$ cat config.mk
export PLATFORM = sky130hd
export DESIGN_NAME = hazard_ctrl
export DESIGN_NICKNAME = d
export VERILOG_FILES = /design/src/rtl/hazard_ctrl.sv
export SDC_FILE = /design/constraint.sdc
export NUM_CORES = 1
export LEC_CHECK = 0
export CAP_MARGIN = 30
export CORE_UTILIZATION = 35
export CTS_CLUSTER_SIZE = 24
export DETAILED_ROUTE_END_ITERATION = 12
export PLACE_DENSITY = 0.76
export SYNTH_ARGS = -nofsm -noshare
export SYNTH_HDL_FRONTEND = slang
export SYNTH_SLANG_ARGS = --single-unit
$ cat constraint.sdc
create_clock -name clk -period 1.9 [get_ports clk]
set_input_delay 0.19 -clock clk [delete_from_list [all_inputs] [get_ports clk]]
set_output_delay 0.19 -clock clk [all_outputs]
set_load 0.01 [all_outputs]
$ cat src/rtl/hazard_ctrl.sv
// Hazard detection, EX forwarding select and mult/div stall sequencer for the 5-stage pipeline.
// Define FORWARDING_EN for bypassing with load-use stalls; otherwise every EX/MEM RAW stalls.
module hazard_ctrl #(
   parameter int MC_LATENCY = 4,
   parameter int CNT_W      = 16
) (
   input  logic             clk,
   input  logic             rst,
   input  logic [4:0]       Rs_ID,
   input  logic [4:0]       Rt_ID,
   input  logic             UsesRt_ID,
   input  logic             BranchTaken_ID,
   input  logic [4:0]       Rs_Ex,
   input  logic [4:0]       Rt_Ex,
   input  logic [4:0]       WriteReg_Ex,
   input  logic             RegWrite_Ex,
   input  logic             MemtoReg_Ex,
   input  logic             MCStart_Ex,
   input  logic [4:0]       WriteReg_Mem,
   input  logic             RegWrite_Mem,
   input  logic [4:0]       WriteReg_WB,
   input  logic             RegWrite_WB,
   output logic             Stall_IF,
   output logic             Stall_ID,
   output logic             Stall_Ex,
   output logic             Flush_ID,
   output logic             Flush_Ex,
   output logic [1:0]       ForwardA_Ex,
   output logic [1:0]       ForwardB_Ex,
   output logic [CNT_W-1:0] StallCnt,
   output logic             o_dbg_mcwait
);

   localparam int CW = (MC_LATENCY > 2) ? $clog2(MC_LATENCY - 1) : 1;
   localparam logic [CW-1:0] MC_INIT = CW'(MC_LATENCY - 2);

   typedef enum logic {ST_RUN = 1'b0, ST_MCWAIT = 1'b1} state_t;

   state_t           r_state;
   logic [CW-1:0]    r_wait_cnt;
   logic [CNT_W-1:0] r_stall_cnt;

   logic       w_mcwait;
   logic       w_hazard;
   logic       w_stall;
   logic       w_rs_hit_ex;
   logic       w_rt_hit_ex;
   logic [1:0] w_fwd_a;
   logic [1:0] w_fwd_b;

   assign w_mcwait    = (r_state == ST_MCWAIT);
   assign w_rs_hit_ex = RegWrite_Ex && (WriteReg_Ex != 5'd0) && (WriteReg_Ex == Rs_ID);
   assign w_rt_hit_ex = RegWrite_Ex && (WriteReg_Ex != 5'd0) && UsesRt_ID && (WriteReg_Ex == Rt_ID);

`ifdef FORWARDING_EN
   // Only a load in EX cannot be bypassed in time; everything else forwards.
   assign w_hazard = MemtoReg_Ex && (w_rs_hit_ex || w_rt_hit_ex);

   always_comb begin
      w_fwd_a = 2'b00;
      w_fwd_b = 2'b00;
      if (RegWrite_Mem && (WriteReg_Mem != 5'd0) && (WriteReg_Mem == Rs_Ex))
         w_fwd_a = 2'b10;
      else if (RegWrite_WB && (WriteReg_WB != 5'd0) && (WriteReg_WB == Rs_Ex))
         w_fwd_a = 2'b01;
      if (RegWrite_Mem && (WriteReg_Mem != 5'd0) && (WriteReg_Mem == Rt_Ex))
         w_fwd_b = 2'b10;
      else if (RegWrite_WB && (WriteReg_WB != 5'd0) && (WriteReg_WB == Rt_Ex))
         w_fwd_b = 2'b01;
   end
`else
   logic w_rs_hit_mem;
   logic w_rt_hit_mem;
   logic w_unused_nofwd;

   assign w_rs_hit_mem = RegWrite_Mem && (WriteReg_Mem != 5'd0) && (WriteReg_Mem == Rs_ID);
   assign w_rt_hit_mem = RegWrite_Mem && (WriteReg_Mem != 5'd0) && UsesRt_ID && (WriteReg_Mem == Rt_ID);
   // WB writes the regfile before ID reads it, so only EX and MEM producers stall.
   assign w_hazard = w_rs_hit_ex || w_rt_hit_ex || w_rs_hit_mem || w_rt_hit_mem;
   assign w_fwd_a  = 2'b00;
   assign w_fwd_b  = 2'b00;
   assign w_unused_nofwd = ^{Rs_Ex, Rt_Ex, MemtoReg_Ex, WriteReg_WB, RegWrite_WB};
`endif

   assign w_stall = w_mcwait || w_hazard;

   assign Stall_IF     = rst && w_stall;
   assign Stall_ID     = rst && w_stall;
   assign Stall_Ex     = rst && w_mcwait;
   assign Flush_Ex     = rst && !w_mcwait && w_hazard;
   assign Flush_ID     = rst && !w_mcwait && !w_hazard && BranchTaken_ID;
   assign ForwardA_Ex  = rst ? w_fwd_a : 2'b00;
   assign ForwardB_Ex  = rst ? w_fwd_b : 2'b00;
   assign StallCnt     = r_stall_cnt;
   assign o_dbg_mcwait = w_mcwait;

   always_ff @(posedge clk or negedge rst) begin
      if (!rst) begin
         r_state     <= ST_RUN;
         r_wait_cnt  <= '0;
         r_stall_cnt <= '0;
      end else begin
         case (r_state)
            ST_RUN: begin
               if (MCStart_Ex) begin
                  r_state    <= ST_MCWAIT;
                  r_wait_cnt <= MC_INIT;
               end
            end
            ST_MCWAIT: begin
               if (r_wait_cnt == '0)
                  r_state <= ST_RUN;
               else
                  r_wait_cnt <= r_wait_cnt - 1'b1;
            end
            default: r_state <= ST_RUN;
         endcase
         if (w_stall && (r_stall_cnt != '1))
            r_stall_cnt <= r_stall_cnt + 1'b1;
      end
   end

endmodule
# Word-level counts from Yosys, hierarchy flattened

Index checks and enable logic that the tools add are counted.
W data, S select, Z words.

Order comparisons: 0
Multiply operators: 0
Reductions and logical operators: 25
Div/mod/pow operators: 0
Add/sub/neg operators: 2
Shifts and indexed selects: 0
Equal/unequal tests: 7
Bitwise gates (word level): 1
Multiplexer cells: 6

Operator list:

| cell                    | number |
|---|---|
| $eq A5 B5 Y1            | 4 |
| $add A16 B1 Y16 const B | 1 |
| $ne A16 B16 Y1 const B  | 1 |
| $logic_and A1 B1 Y1     | 15 |
| $reduce_bool A5 Y1      | 2 |
| $logic_or A1 B1 Y1      | 4 |
| $mux W2                 | 2 |
| $ne A2 B2 Y1 const B    | 2 |
| $pmux W2 S2             | 1 |
| $logic_not A1 Y1        | 2 |
| $logic_not A2 Y1        | 1 |
| $mux W1                 | 2 |
| $pmux W1 S2             | 1 |
| $reduce_and A2 Y1       | 1 |
| $sub A2 B1 Y2 const B   | 1 |
| $not A1 Y1              | 1 |

Bits in read-only memories: 0
Latch bits: 0
Memory bits (writable): 0
Memories: 0
Bits of input ports: 44
Bits in registers: 19

# Depth between registers and ports, before layout

Gate-level depths: netlist of run 1.

Depth in word-level cells: 10
Gate-level depth with buffers: 7
Mapped depth without buffers: 7

# Least setup slack after synthesis of run 1

Ideal clock, no wire load.

Kind: register to register
From: reg r_stall_cnt[0], in the netlist StallCnt[0]
To: reg r_stall_cnt[1], in the netlist StallCnt[1]
Data required time: 1775 ps
Arrival time: 2034 ps
Slack: -259 ps
Stages on the path, launching flop included: 7
Cell sequence: dfrtp_1 -> ha_1 -> nand3_1 -> or3_1 -> nor4_4 -> nor2_2 -> mux2_4

Longest elaborated chain between the ends: 2

Ends and longest elaborated chain:

| what                                                                    | RTL line | text |
|---|---|---|
| from (decl)                                                             | 41       | `logic [CNT_W-1:0] r_stall_cnt;` |
| from (signal assigned)                                                  | 119      | `r_stall_cnt <= r_stall_cnt + 1'b1;` |
| parallel branches: the longest is 2 deep, another holds $add A16 B1 Y16 | -        |  |

Parallel ways; which one is timed is not known.
A chain may end at the register's enable or synchronous reset.

# Worst setup path in the final report of run 1

From: in WriteReg_Ex[1]
To: out Flush_ID

Longest elaborated chain between the ends: 10

Ends and longest elaborated chain:

| what                                | RTL line | text |
|---|---|---|
| from (decl)                         | 15       | `input logic [4:0] WriteReg_Ex,` |
| $reduce_bool A5 Y1                  | 52, 53   |  |
| $logic_and A1 B1 Y1                 | 52, 53   |  |
| $logic_and A1 B1 Y1 (2 in series)   | 53       | `assign w_rt_hit_ex = RegWrite_Ex && (WriteReg_Ex != 5'd0) && UsesRt_ID && (WriteReg_Ex == Rt_ID);` |
| $logic_or A1 B1 Y1 * (3 in series)  | 79       | `assign w_hazard = w_rs_hit_ex \|\| w_rt_hit_ex \|\| w_rs_hit_mem \|\| w_rt_hit_mem;` |
| $logic_not A1 Y1 *                  | 91       | `assign Flush_ID = rst && !w_mcwait && !w_hazard && BranchTaken_ID;` |
| $logic_and A1 B1 Y1 * (2 in series) | 91       |  |
| to (decl)                           | 26       | `output logic Flush_ID,` |

Every way passes the cells marked *; elsewhere a longest branch is shown, timed or not.

==> metrics list, run 1 <==
* Status: finished, violations left
- Violated checks: negative setup slack
- Detailed placement finished with a half-perimeter wire length of 2740 um.
- Counting flops and latches in the post-synthesis netlist gives 19.
- Core Footprint: 0.00344 mm^2
- Hold Fails Final Rpt: 0
- The top cell type by area accounts for 36.9% of the synthesized area.
* Total placed cells including tap cells: 246
- DR iter-0 viols: 71
* Most numerous cell in the Yosys netlist: sky130_fd_sc_hd__xnor2_1
- TritonCTS built the clock tree.
- Before antenna repair, the detailed router went through 4 iterations.
- Count of different cell masters after synthesis: 33
- Crit-path slowest cell: sky130_fd_sc_hd__or4_4
- In the routed layout, each cell is associated on average with a via count of 5.13.
- Most common flop cell mapped by yosys: sky130_fd_sc_hd__dfrtp_1
- Crit path setup slack, layout: -51.1 ps
- Starting density of the core: 37.4%
- OpenSTA, run right after detailed placement, puts the worst setup slack at -759 ps.
- By count the netlist is led by sky130_fd_sc_hd__xnor2_1 (22), sky130_fd_sc_hd__dfrtp_1 (19), sky130_fd_sc_hd__xor2_1 (14).
- Max_cap viols: 0
* Routability cong.: 0.905
- Entering global routing, the biggest net connects 16 pins.
* Final cell count without fillers: 254
* Fraction of final layout cells sized beyond drive strength 1: 31.7%
* Kind of critical path: primary input to output pin
- The first global-routing pass estimated 6280 um of wire.
* Fin crit share: 103%
- Largest area contributor in the synthesized netlist: sky130_fd_sc_hd__dfrtp_1
- By instance count, the cell type seen most on the critical path is sky130_fd_sc_hd__buf_6.
* Worst supply voltage drop on vdd: 0.760 mV
* Antenna violations before repair: 0
* Standard-cell row count: 21
- The number of max-slew violations in the final report was 0.
- Setup repair after global routing could not meet its margin everywhere.
* # port buffers: 48
- P&R area growth vs syn: 65.0%
- Clock insertion delay at the later pin of the skew report: 260 ps
* Clock root buffer: sky130_fd_sc_hd__clkbuf_8
- Nets@finish: 255
* Number of vias after detailed routing: 1302
- Clock-pin slew of the registers on the worst-case setup and hold paths: 70 ps
- Maximum fanout along the worst path: 2
- Dividing total power by cell area gives a power density of 955 mW/mm^2.
* Number of antenna-violating nets in the routed design: 0
- WL/cell: 14.8 um
- The floorplan step set the die height to 62.7 um.
- Number of H-tree levels: 1
- In this run the deepest clock path goes through 2 buffers.
- Summing internal, switching and leakage power gives 2.03 mW.
* DRC: 0
- The via count of the first global-routing pass was 1347.
- Measured along the x axis, the die boundary spans 62.7 um.
- Crit path arrival time: 1760 ps
* Top achievable clock speed: 513 MHz
- Count of filler cells inserted in the layout: 298
* Count of flip-flops with a built-in enable after synthesis: 0
* Clock period minus worst slack: 1950 ps
- Of all flip-flops after synthesis, the portion carrying an async set or reset was 100%.
- Nature of the critical path startpoint: primary input
- Detailed Route WL: 3770 um
* GRT overflow: 0
* Leading post-synthesis cells by cell area: sky130_fd_sc_hd__dfrtp_1 (37%), sky130_fd_sc_hd__xnor2_1 (15%), sky130_fd_sc_hd__xor2_1 (9.5%)
- The number of antenna diodes in the final layout is 0.
- Setup Skew: 2.85 ps
- 70 I/O pins were placed.
- Number of buffers inserted during clock tree synthesis: 3
* Warnings from Yosys: 0
- The worst setup path is captured at an output pin.
- Area of the die: 0.00393 mm^2
- CP cell instances: buf_6 -> or4_4 -> o21a_1 -> a221oi_4 -> buf_6 -> and3_4 -> buf_6
- For this design the static power due to leakage is 0.924 nW.
* Data required time of the worst path: 1710 ps
* Sinks on Clock Net: 19
- Cells after synthesis: 134
* Synthesized area: 0.00129 mm^2
* Slowest Stage Delay on Critical Path: 510 ps
- Global routing used 20.0% of the available tracks.
- Average instance area after synthesis: 9.62 um^2
- In this run the worst hold path is classified as primary input to asynchronous set/reset pin.
- Share of synthesized area occupied by flip-flops and latches: 36.9%
* Setup violation total in the final timing report: 1
==> final timing paths <==
check                                         start                       end  slack, ps  cells after the start
min                                             rst   StallCnt[6]$_DFFE_PN0P_        320                      2
min in group clk           StallCnt[14]$_DFFE_PN0P_  StallCnt[14]$_DFFE_PN0P_        500                      1
max                                  WriteReg_Ex[1]                  Flush_ID        -50                      7
min reg2reg                StallCnt[14]$_DFFE_PN0P_  StallCnt[14]$_DFFE_PN0P_        500                      1
max in group asynchronous                       rst   StallCnt[0]$_DFFE_PN0P_       1380                      2
max reg2reg                 StallCnt[1]$_DFFE_PN0P_   StallCnt[1]$_DFFE_PN0P_         80                      7
==> layer usage <==
metal / wire [um] / share of wire, % / GRT usage, % / vias to the layer above
li1: - / - / - / 609
met1: 1580 / 42 / 23.5 / 630
met2: 1950 / 52 / 35.7 / 55
met3: 183 / 4.9 / 3.47 / 8
met4: 60 / 1.6 / 7.85 / 0
met5: 0 / 0 / 0 / -
==> final cells by class <==
type,count,area (um^2),share of cell area (%)
well taps,46,57.6,2.71
clock inverters,1,5.00,0.235
flip-flops and latches,19,477,22.4
repair buffers,74,654,30.8
clock buffers,3,41.3,1.94
inverters,5,18.8,0.882
multi-input cells,106,873,41.1
==> critical path: cells and delay by family <==
kind	cells	cell delay (ps)
buffers and inverters	3	320
AND/OR/NAND/NOR	2	680
AO/OA/AOI/OAI	2	560
==> state kept, by name (all words and copies together) (netlist names) <==
register      cells
o_dbg_mcwait      1
StallCnt         16
r_wait_cnt        2
==> layout by cell type (no fill, tap or decap), types with 2 or more instances in the layout <==
cell	count
sky130_fd_sc_hd__nor3_1	6
sky130_fd_sc_hd__nand4_1	6
sky130_fd_sc_hd__inv_1	4
sky130_fd_sc_hd__clkdlybuf4s50_1	24
sky130_fd_sc_hd__xnor2_1	21
sky130_fd_sc_hd__a21oi_1	2
sky130_fd_sc_hd__buf_2	5
sky130_fd_sc_hd__dfrtp_1	18
sky130_fd_sc_hd__nand3_1	6
sky130_fd_sc_hd__buf_4	23
sky130_fd_sc_hd__o22ai_4	2
sky130_fd_sc_hd__conb_1	4
sky130_fd_sc_hd__buf_6	9
sky130_fd_sc_hd__xor2_1	14
sky130_fd_sc_hd__nor2_1	6
sky130_fd_sc_hd__dlygate4sd2_1	12
sky130_fd_sc_hd__clkbuf_8	3
sky130_fd_sc_hd__nand2_1	10
sky130_fd_sc_hd__nand3_2	2
sky130_fd_sc_hd__nor4_2	5
==> what timing repair did <==
action	in CTS	in global routing
hold endpoints to repair	0	0
hold buffers	0	0
pin swaps	16	4
setup buffers	3	2
gates resized for setup	73	13
endpoints found under the setup margin	20	13
==> cell families (layout without fill, tap and decap cells) <==
| family | after synthesis | count (layout) | share of synthesized area, % |
|---|---|---|---|
| AO/OA/AOI/OAI | 9 | 9 | 5.92 |
| XOR/XNOR | 36 | 36 | 24.5 |
| adder cells (fa/ha/maj) | 2 | 2 | 1.94 |
| buffers and inverters | 12 | 83 | 5.53 |
| flip-flops | 19 | 19 | 36.9 |
| multiplexers | 2 | 2 | 1.94 |
| other | 1 | 4 | 0.291 |
| AND/OR/NAND/NOR | 53 | 53 | 23.0 |
==> per-stage QoR <==
step	TNS, ps	hold WS, ps	cell area, um^2	util, %
5_1_grt	-174	340	2130	61.8
4_1_cts	-4.22	327	2060	59.9
3_3_place_gp	-9950	482	1970	57.3
3_5_place_dp	-10750	486	1970	57.3
6_report	-51.1	315	2130	61.8
2_1_floorplan	-58.5	-106	1320	-
==> report_power, final <==
part	switching, mW	internal, mW
sequential	0.118	0.525
clock	0.138	0.146
combinational	0.490	0.613
Note: power is estimated with default switching activity, not from simulation.
==> inputs of run 2 (changes only) <==
--- a/config.mk
+++ b/config.mk
@@ -10,6 +10,7 @@
 export CTS_CLUSTER_SIZE = 24
 export DETAILED_ROUTE_END_ITERATION = 12
 export PLACE_DENSITY = 0.76
+export RECOVER_POWER = 100
 export SYNTH_ARGS = -nofsm -noshare
 export SYNTH_HDL_FRONTEND = slang
 export SYNTH_SLANG_ARGS = --single-unit
==> run 2 against run 1 <==
Sequential cell count did not move. Global-route usage did not move. First-iteration DRC count rose by 4.2%. Sequential power barely moved. The flow still finishes with violations (negative setup slack). Largest cell class unchanged. Highest routed layer unchanged.
==> metrics list, run 2 (synthesis results as in run 1) <==
* Status: finished, violations left
* Violated checks: negative setup slack
- The endpoint required time on the critical path was 1710 ps (about the same).
- Path depth of the worst reg2reg path: 7 (unchanged)
* Detailed Route WL: 3760 um (-0.34%)
* Multi-input combinational cell area: 873 um^2 (unchanged)
- The endpoint identified for the worst register-to-register timing path is StallCnt[1]$_DFFE_PN0P_.
- The critical path is of the primary input to output pin type.
* Launch instance of the worst register-to-register path: StallCnt[1]$_DFFE_PN0P_
- The minimum setup slack among reg-to-reg paths is 80 ps (about the same).
- The total power density per cell area came to 937 mW/mm^2 (-1.8%).
* Setup Skew: 2.90 ps (+0.0432 ps)
- Sinks on Clock Net: 19 (unchanged)
* CP cell instances: buf_6 -> or4_4 -> o21a_1 -> a221oi_4 -> buf_6 -> and3_4 -> buf_6
* Number of buffers inserted for hold repair after clock tree synthesis: 0 (unchanged)
- # port buffers: 48 (unchanged)
* Total routing resource utilization after global routing: 20.0% (unchanged)
- Fin crit share: 103% (about the same)
- Clk buf depth: 2 (unchanged)
* Top achievable clock speed: 513 MHz (about the same)
* Crit-path slowest cell: sky130_fd_sc_hd__or4_4
* Number of H-tree levels: 1 (unchanged)
- The tightest hold margin was 389 ps (+73.2 ps).
* Starting density of the core: 37.4% (unchanged)
* Hold Fails Final Rpt: 0 (unchanged)
- Maximum fanout along the worst path: 2 (unchanged)
* Max_cap viols: 0 (unchanged)
* Count of pins on the block boundary: 70 (unchanged)
- The number of antenna violations at the first check in global routing came to 0 (unchanged).
* Crit path setup slack, layout: -51.1 ps (+0.0142 ps)
* Source of the critical timing path: WriteReg_Ex[1]
* DR iter-0 viols: 74 (+4.2%)
- The number of remaining DRC errors was 0 (unchanged).
* Unrepaired setup endpoints after global routing: true
* Number of antenna-violating nets in the routed design: 0 (unchanged)
- The via count was 1298 (-0.31%).
* Standard-cell row count: 21 (unchanged)
* Core Footprint: 0.00344 mm^2 (unchanged)
- Inserted Diodes: 0 (unchanged)
- The setup-violating endpoint count in the final report is 1 (unchanged).
- The area enclosed by the die boundary was 0.00393 mm^2 (unchanged).
- Nature of the critical path startpoint: primary input
- The worst endpoint data arrival time is 1760 ps (about the same).
* Clock period minus worst slack: 1950 ps (-0.0142 ps)
* GRT overflow: 0 (unchanged)
- Clock tree from TritonCTS: built
* Clock-pin slew of the registers on the worst-case setup and hold paths: 70 ps (about the same)
- The die outline height came to 62.7 um (unchanged).
- The total clock buffers created by CTS came to 3 (unchanged).
* Worst supply voltage drop on vdd: 0.709 mV (-6.7%)
- Crit. End Element: output pin
* Leakage: 0.947 nW (+2.5%)
* Routability cong.: 0.905 (unchanged)
* Die width: 62.7 um (unchanged)
- The post-detailed-placement half-perimeter wirelength was 2740 um (unchanged).
- Wire length of the first global-routing pass: 6280 um (unchanged)
- The flip-flop count of the largest register after layout came to 16 (unchanged).
- Headroom to the max-slew limit came out at 52.4%.
- For the pin with the worst max-slew slack, the measured transition is 714 ps.
- Clock root buffer: sky130_fd_sc_hd__clkbuf_8
* Slowest Stage Delay on Critical Path: 510 ps (about the same)
* P&R area growth vs syn: 64.5%
- Final Max Slew Viols: 0 (unchanged)
- The most critical setup path has its endpoint at Flush_ID.
* Most common cell on crit path: sky130_fd_sc_hd__buf_6
- Commonest non-fill, non-tap cells in the layout: sky130_fd_sc_hd__xnor2_1 (21), sky130_fd_sc_hd__buf_4 (21), sky130_fd_sc_hd__dfrtp_1 (18), sky130_fd_sc_hd__dlygate4sd3_1 (17), sky130_fd_sc_hd__xor2_1 (14)
- Vias in the first global route: 1347 (unchanged)
* Clock insertion delay at the later pin of the skew report: 260 ps (about the same)
- Count of filler cells inserted in the layout: 297 (-0.34%)
- The via density per instance was 5.11 (-0.31%).
- The share of layout cells above drive strength 1 was 30.8% (-0.96 points).
- The iteration count of the initial detailed-routing pass is 4 (unchanged).
- Sequential cell area: 477 um^2 (unchanged)
* Pin count of the biggest net entering global routing: 16 (unchanged)
- The layout net count came to 255 (unchanged).
* Type of the tightest min-delay check: primary input to asynchronous set/reset pin
- WL/cell: 14.8 um (-0.34%)
- Total power: 1.99 mW (-2.2%)
[run 2: cell count changes in the layout (fill, tap and decap cells not counted)]
cell / before / now
sky130_fd_sc_hd__clkdlybuf4s50_1: 24 / 7
sky130_fd_sc_hd__dlygate4sd3_1: 0 / 17
sky130_fd_sc_hd__buf_4: 23 / 21
sky130_fd_sc_hd__clkbuf_1: 0 / 2
[run 2: routing by layer]
metal  routed length [um]  GRT usage, %  vias up
met5                    0             0        -
met4                   60          7.85        0
met3                  181          3.47        8
met2                 1950          35.7       55
met1                 1570          23.5      626
li1                     -             -      609
[run 2: worst max-delay path, delay by kind of cell]
| kind | cells | cell delay (ps) |
|---|---|---|
| buffers and inverters | 3 | 320 |
| AND/OR/NAND/NOR | 2 | 680 |
| AO/OA/AOI/OAI | 2 | 560 |
[run 2: layout make-up]
type,count,share of cell area [%]
Clock buffer,3,1.95
Sequential cell,19,22.5
Inverter,5,0.885
Timing Repair Buffer,74,30.5
Tap cell,46,2.72
Multi-Input combinational cell,106,41.2
Clock inverter,1,0.236
[run 2: power breakdown]
part / leakage, nW / internal, mW / total, mW / switching [mW]
Sequential: 0.237 / 0.525 / 0.641 / 0.116
Combinational: 0.684 / 0.573 / 1.06 / 0.487
Clock: 0.0255 / 0.146 / 0.285 / 0.139
[run 2: per-stage QoR]
stage	area (um^2)	setup slack [ps]	TNS (ps)	util, %	instances
final	2120	-51.1	-51.1	61.6	254
after global placement	1970	-727	-9950	57.3	246
after global routing	2120	-91.5	-236	61.6	254
after detailed placement	1970	-759	-10750	57.3	246
after floorplan	1320	-36.9	-58.5	-	137
after CTS	2060	-4.22	-4.22	59.9	252
[run 2: how the worst min path moves through the flow]
stage,from,slack [ps],end,depth (start not counted)
floorplan,rst,-110,StallCnt[0]$_DFFE_PN0P_,0
global placement,StallCnt[14]$_DFFE_PN0P_,480,StallCnt[14]$_DFFE_PN0P_,1
detailed placement,StallCnt[14]$_DFFE_PN0P_,490,StallCnt[14]$_DFFE_PN0P_,1
CTS,rst,330,StallCnt[6]$_DFFE_PN0P_,2
global route,rst,410,StallCnt[6]$_DFFE_PN0P_,2
finish,rst,390,StallCnt[6]$_DFFE_PN0P_,2
[run 2: timing repair]
action	4_1_cts	5_1_grt
gates resized for setup	73	13
pin swaps	16	4
setup endpoints to repair	20	13
setup buffers	3	2
==> inputs of run 3 (changes only) <==
--- a/config.mk
+++ b/config.mk
@@ -7,8 +7,10 @@
 export LEC_CHECK = 0
 export CAP_MARGIN = 30
 export CORE_UTILIZATION = 35
+export CTS_CLUSTER_DIAMETER = 80
 export CTS_CLUSTER_SIZE = 24
 export DETAILED_ROUTE_END_ITERATION = 12
+export HOLD_SLACK_MARGIN = 0.03
 export PLACE_DENSITY = 0.76
 export RECOVER_POWER = 100
 export SYNTH_ARGS = -nofsm -noshare
==> results of run 3 <==
Final layout, timing and power as in run 2 (identical DEF).
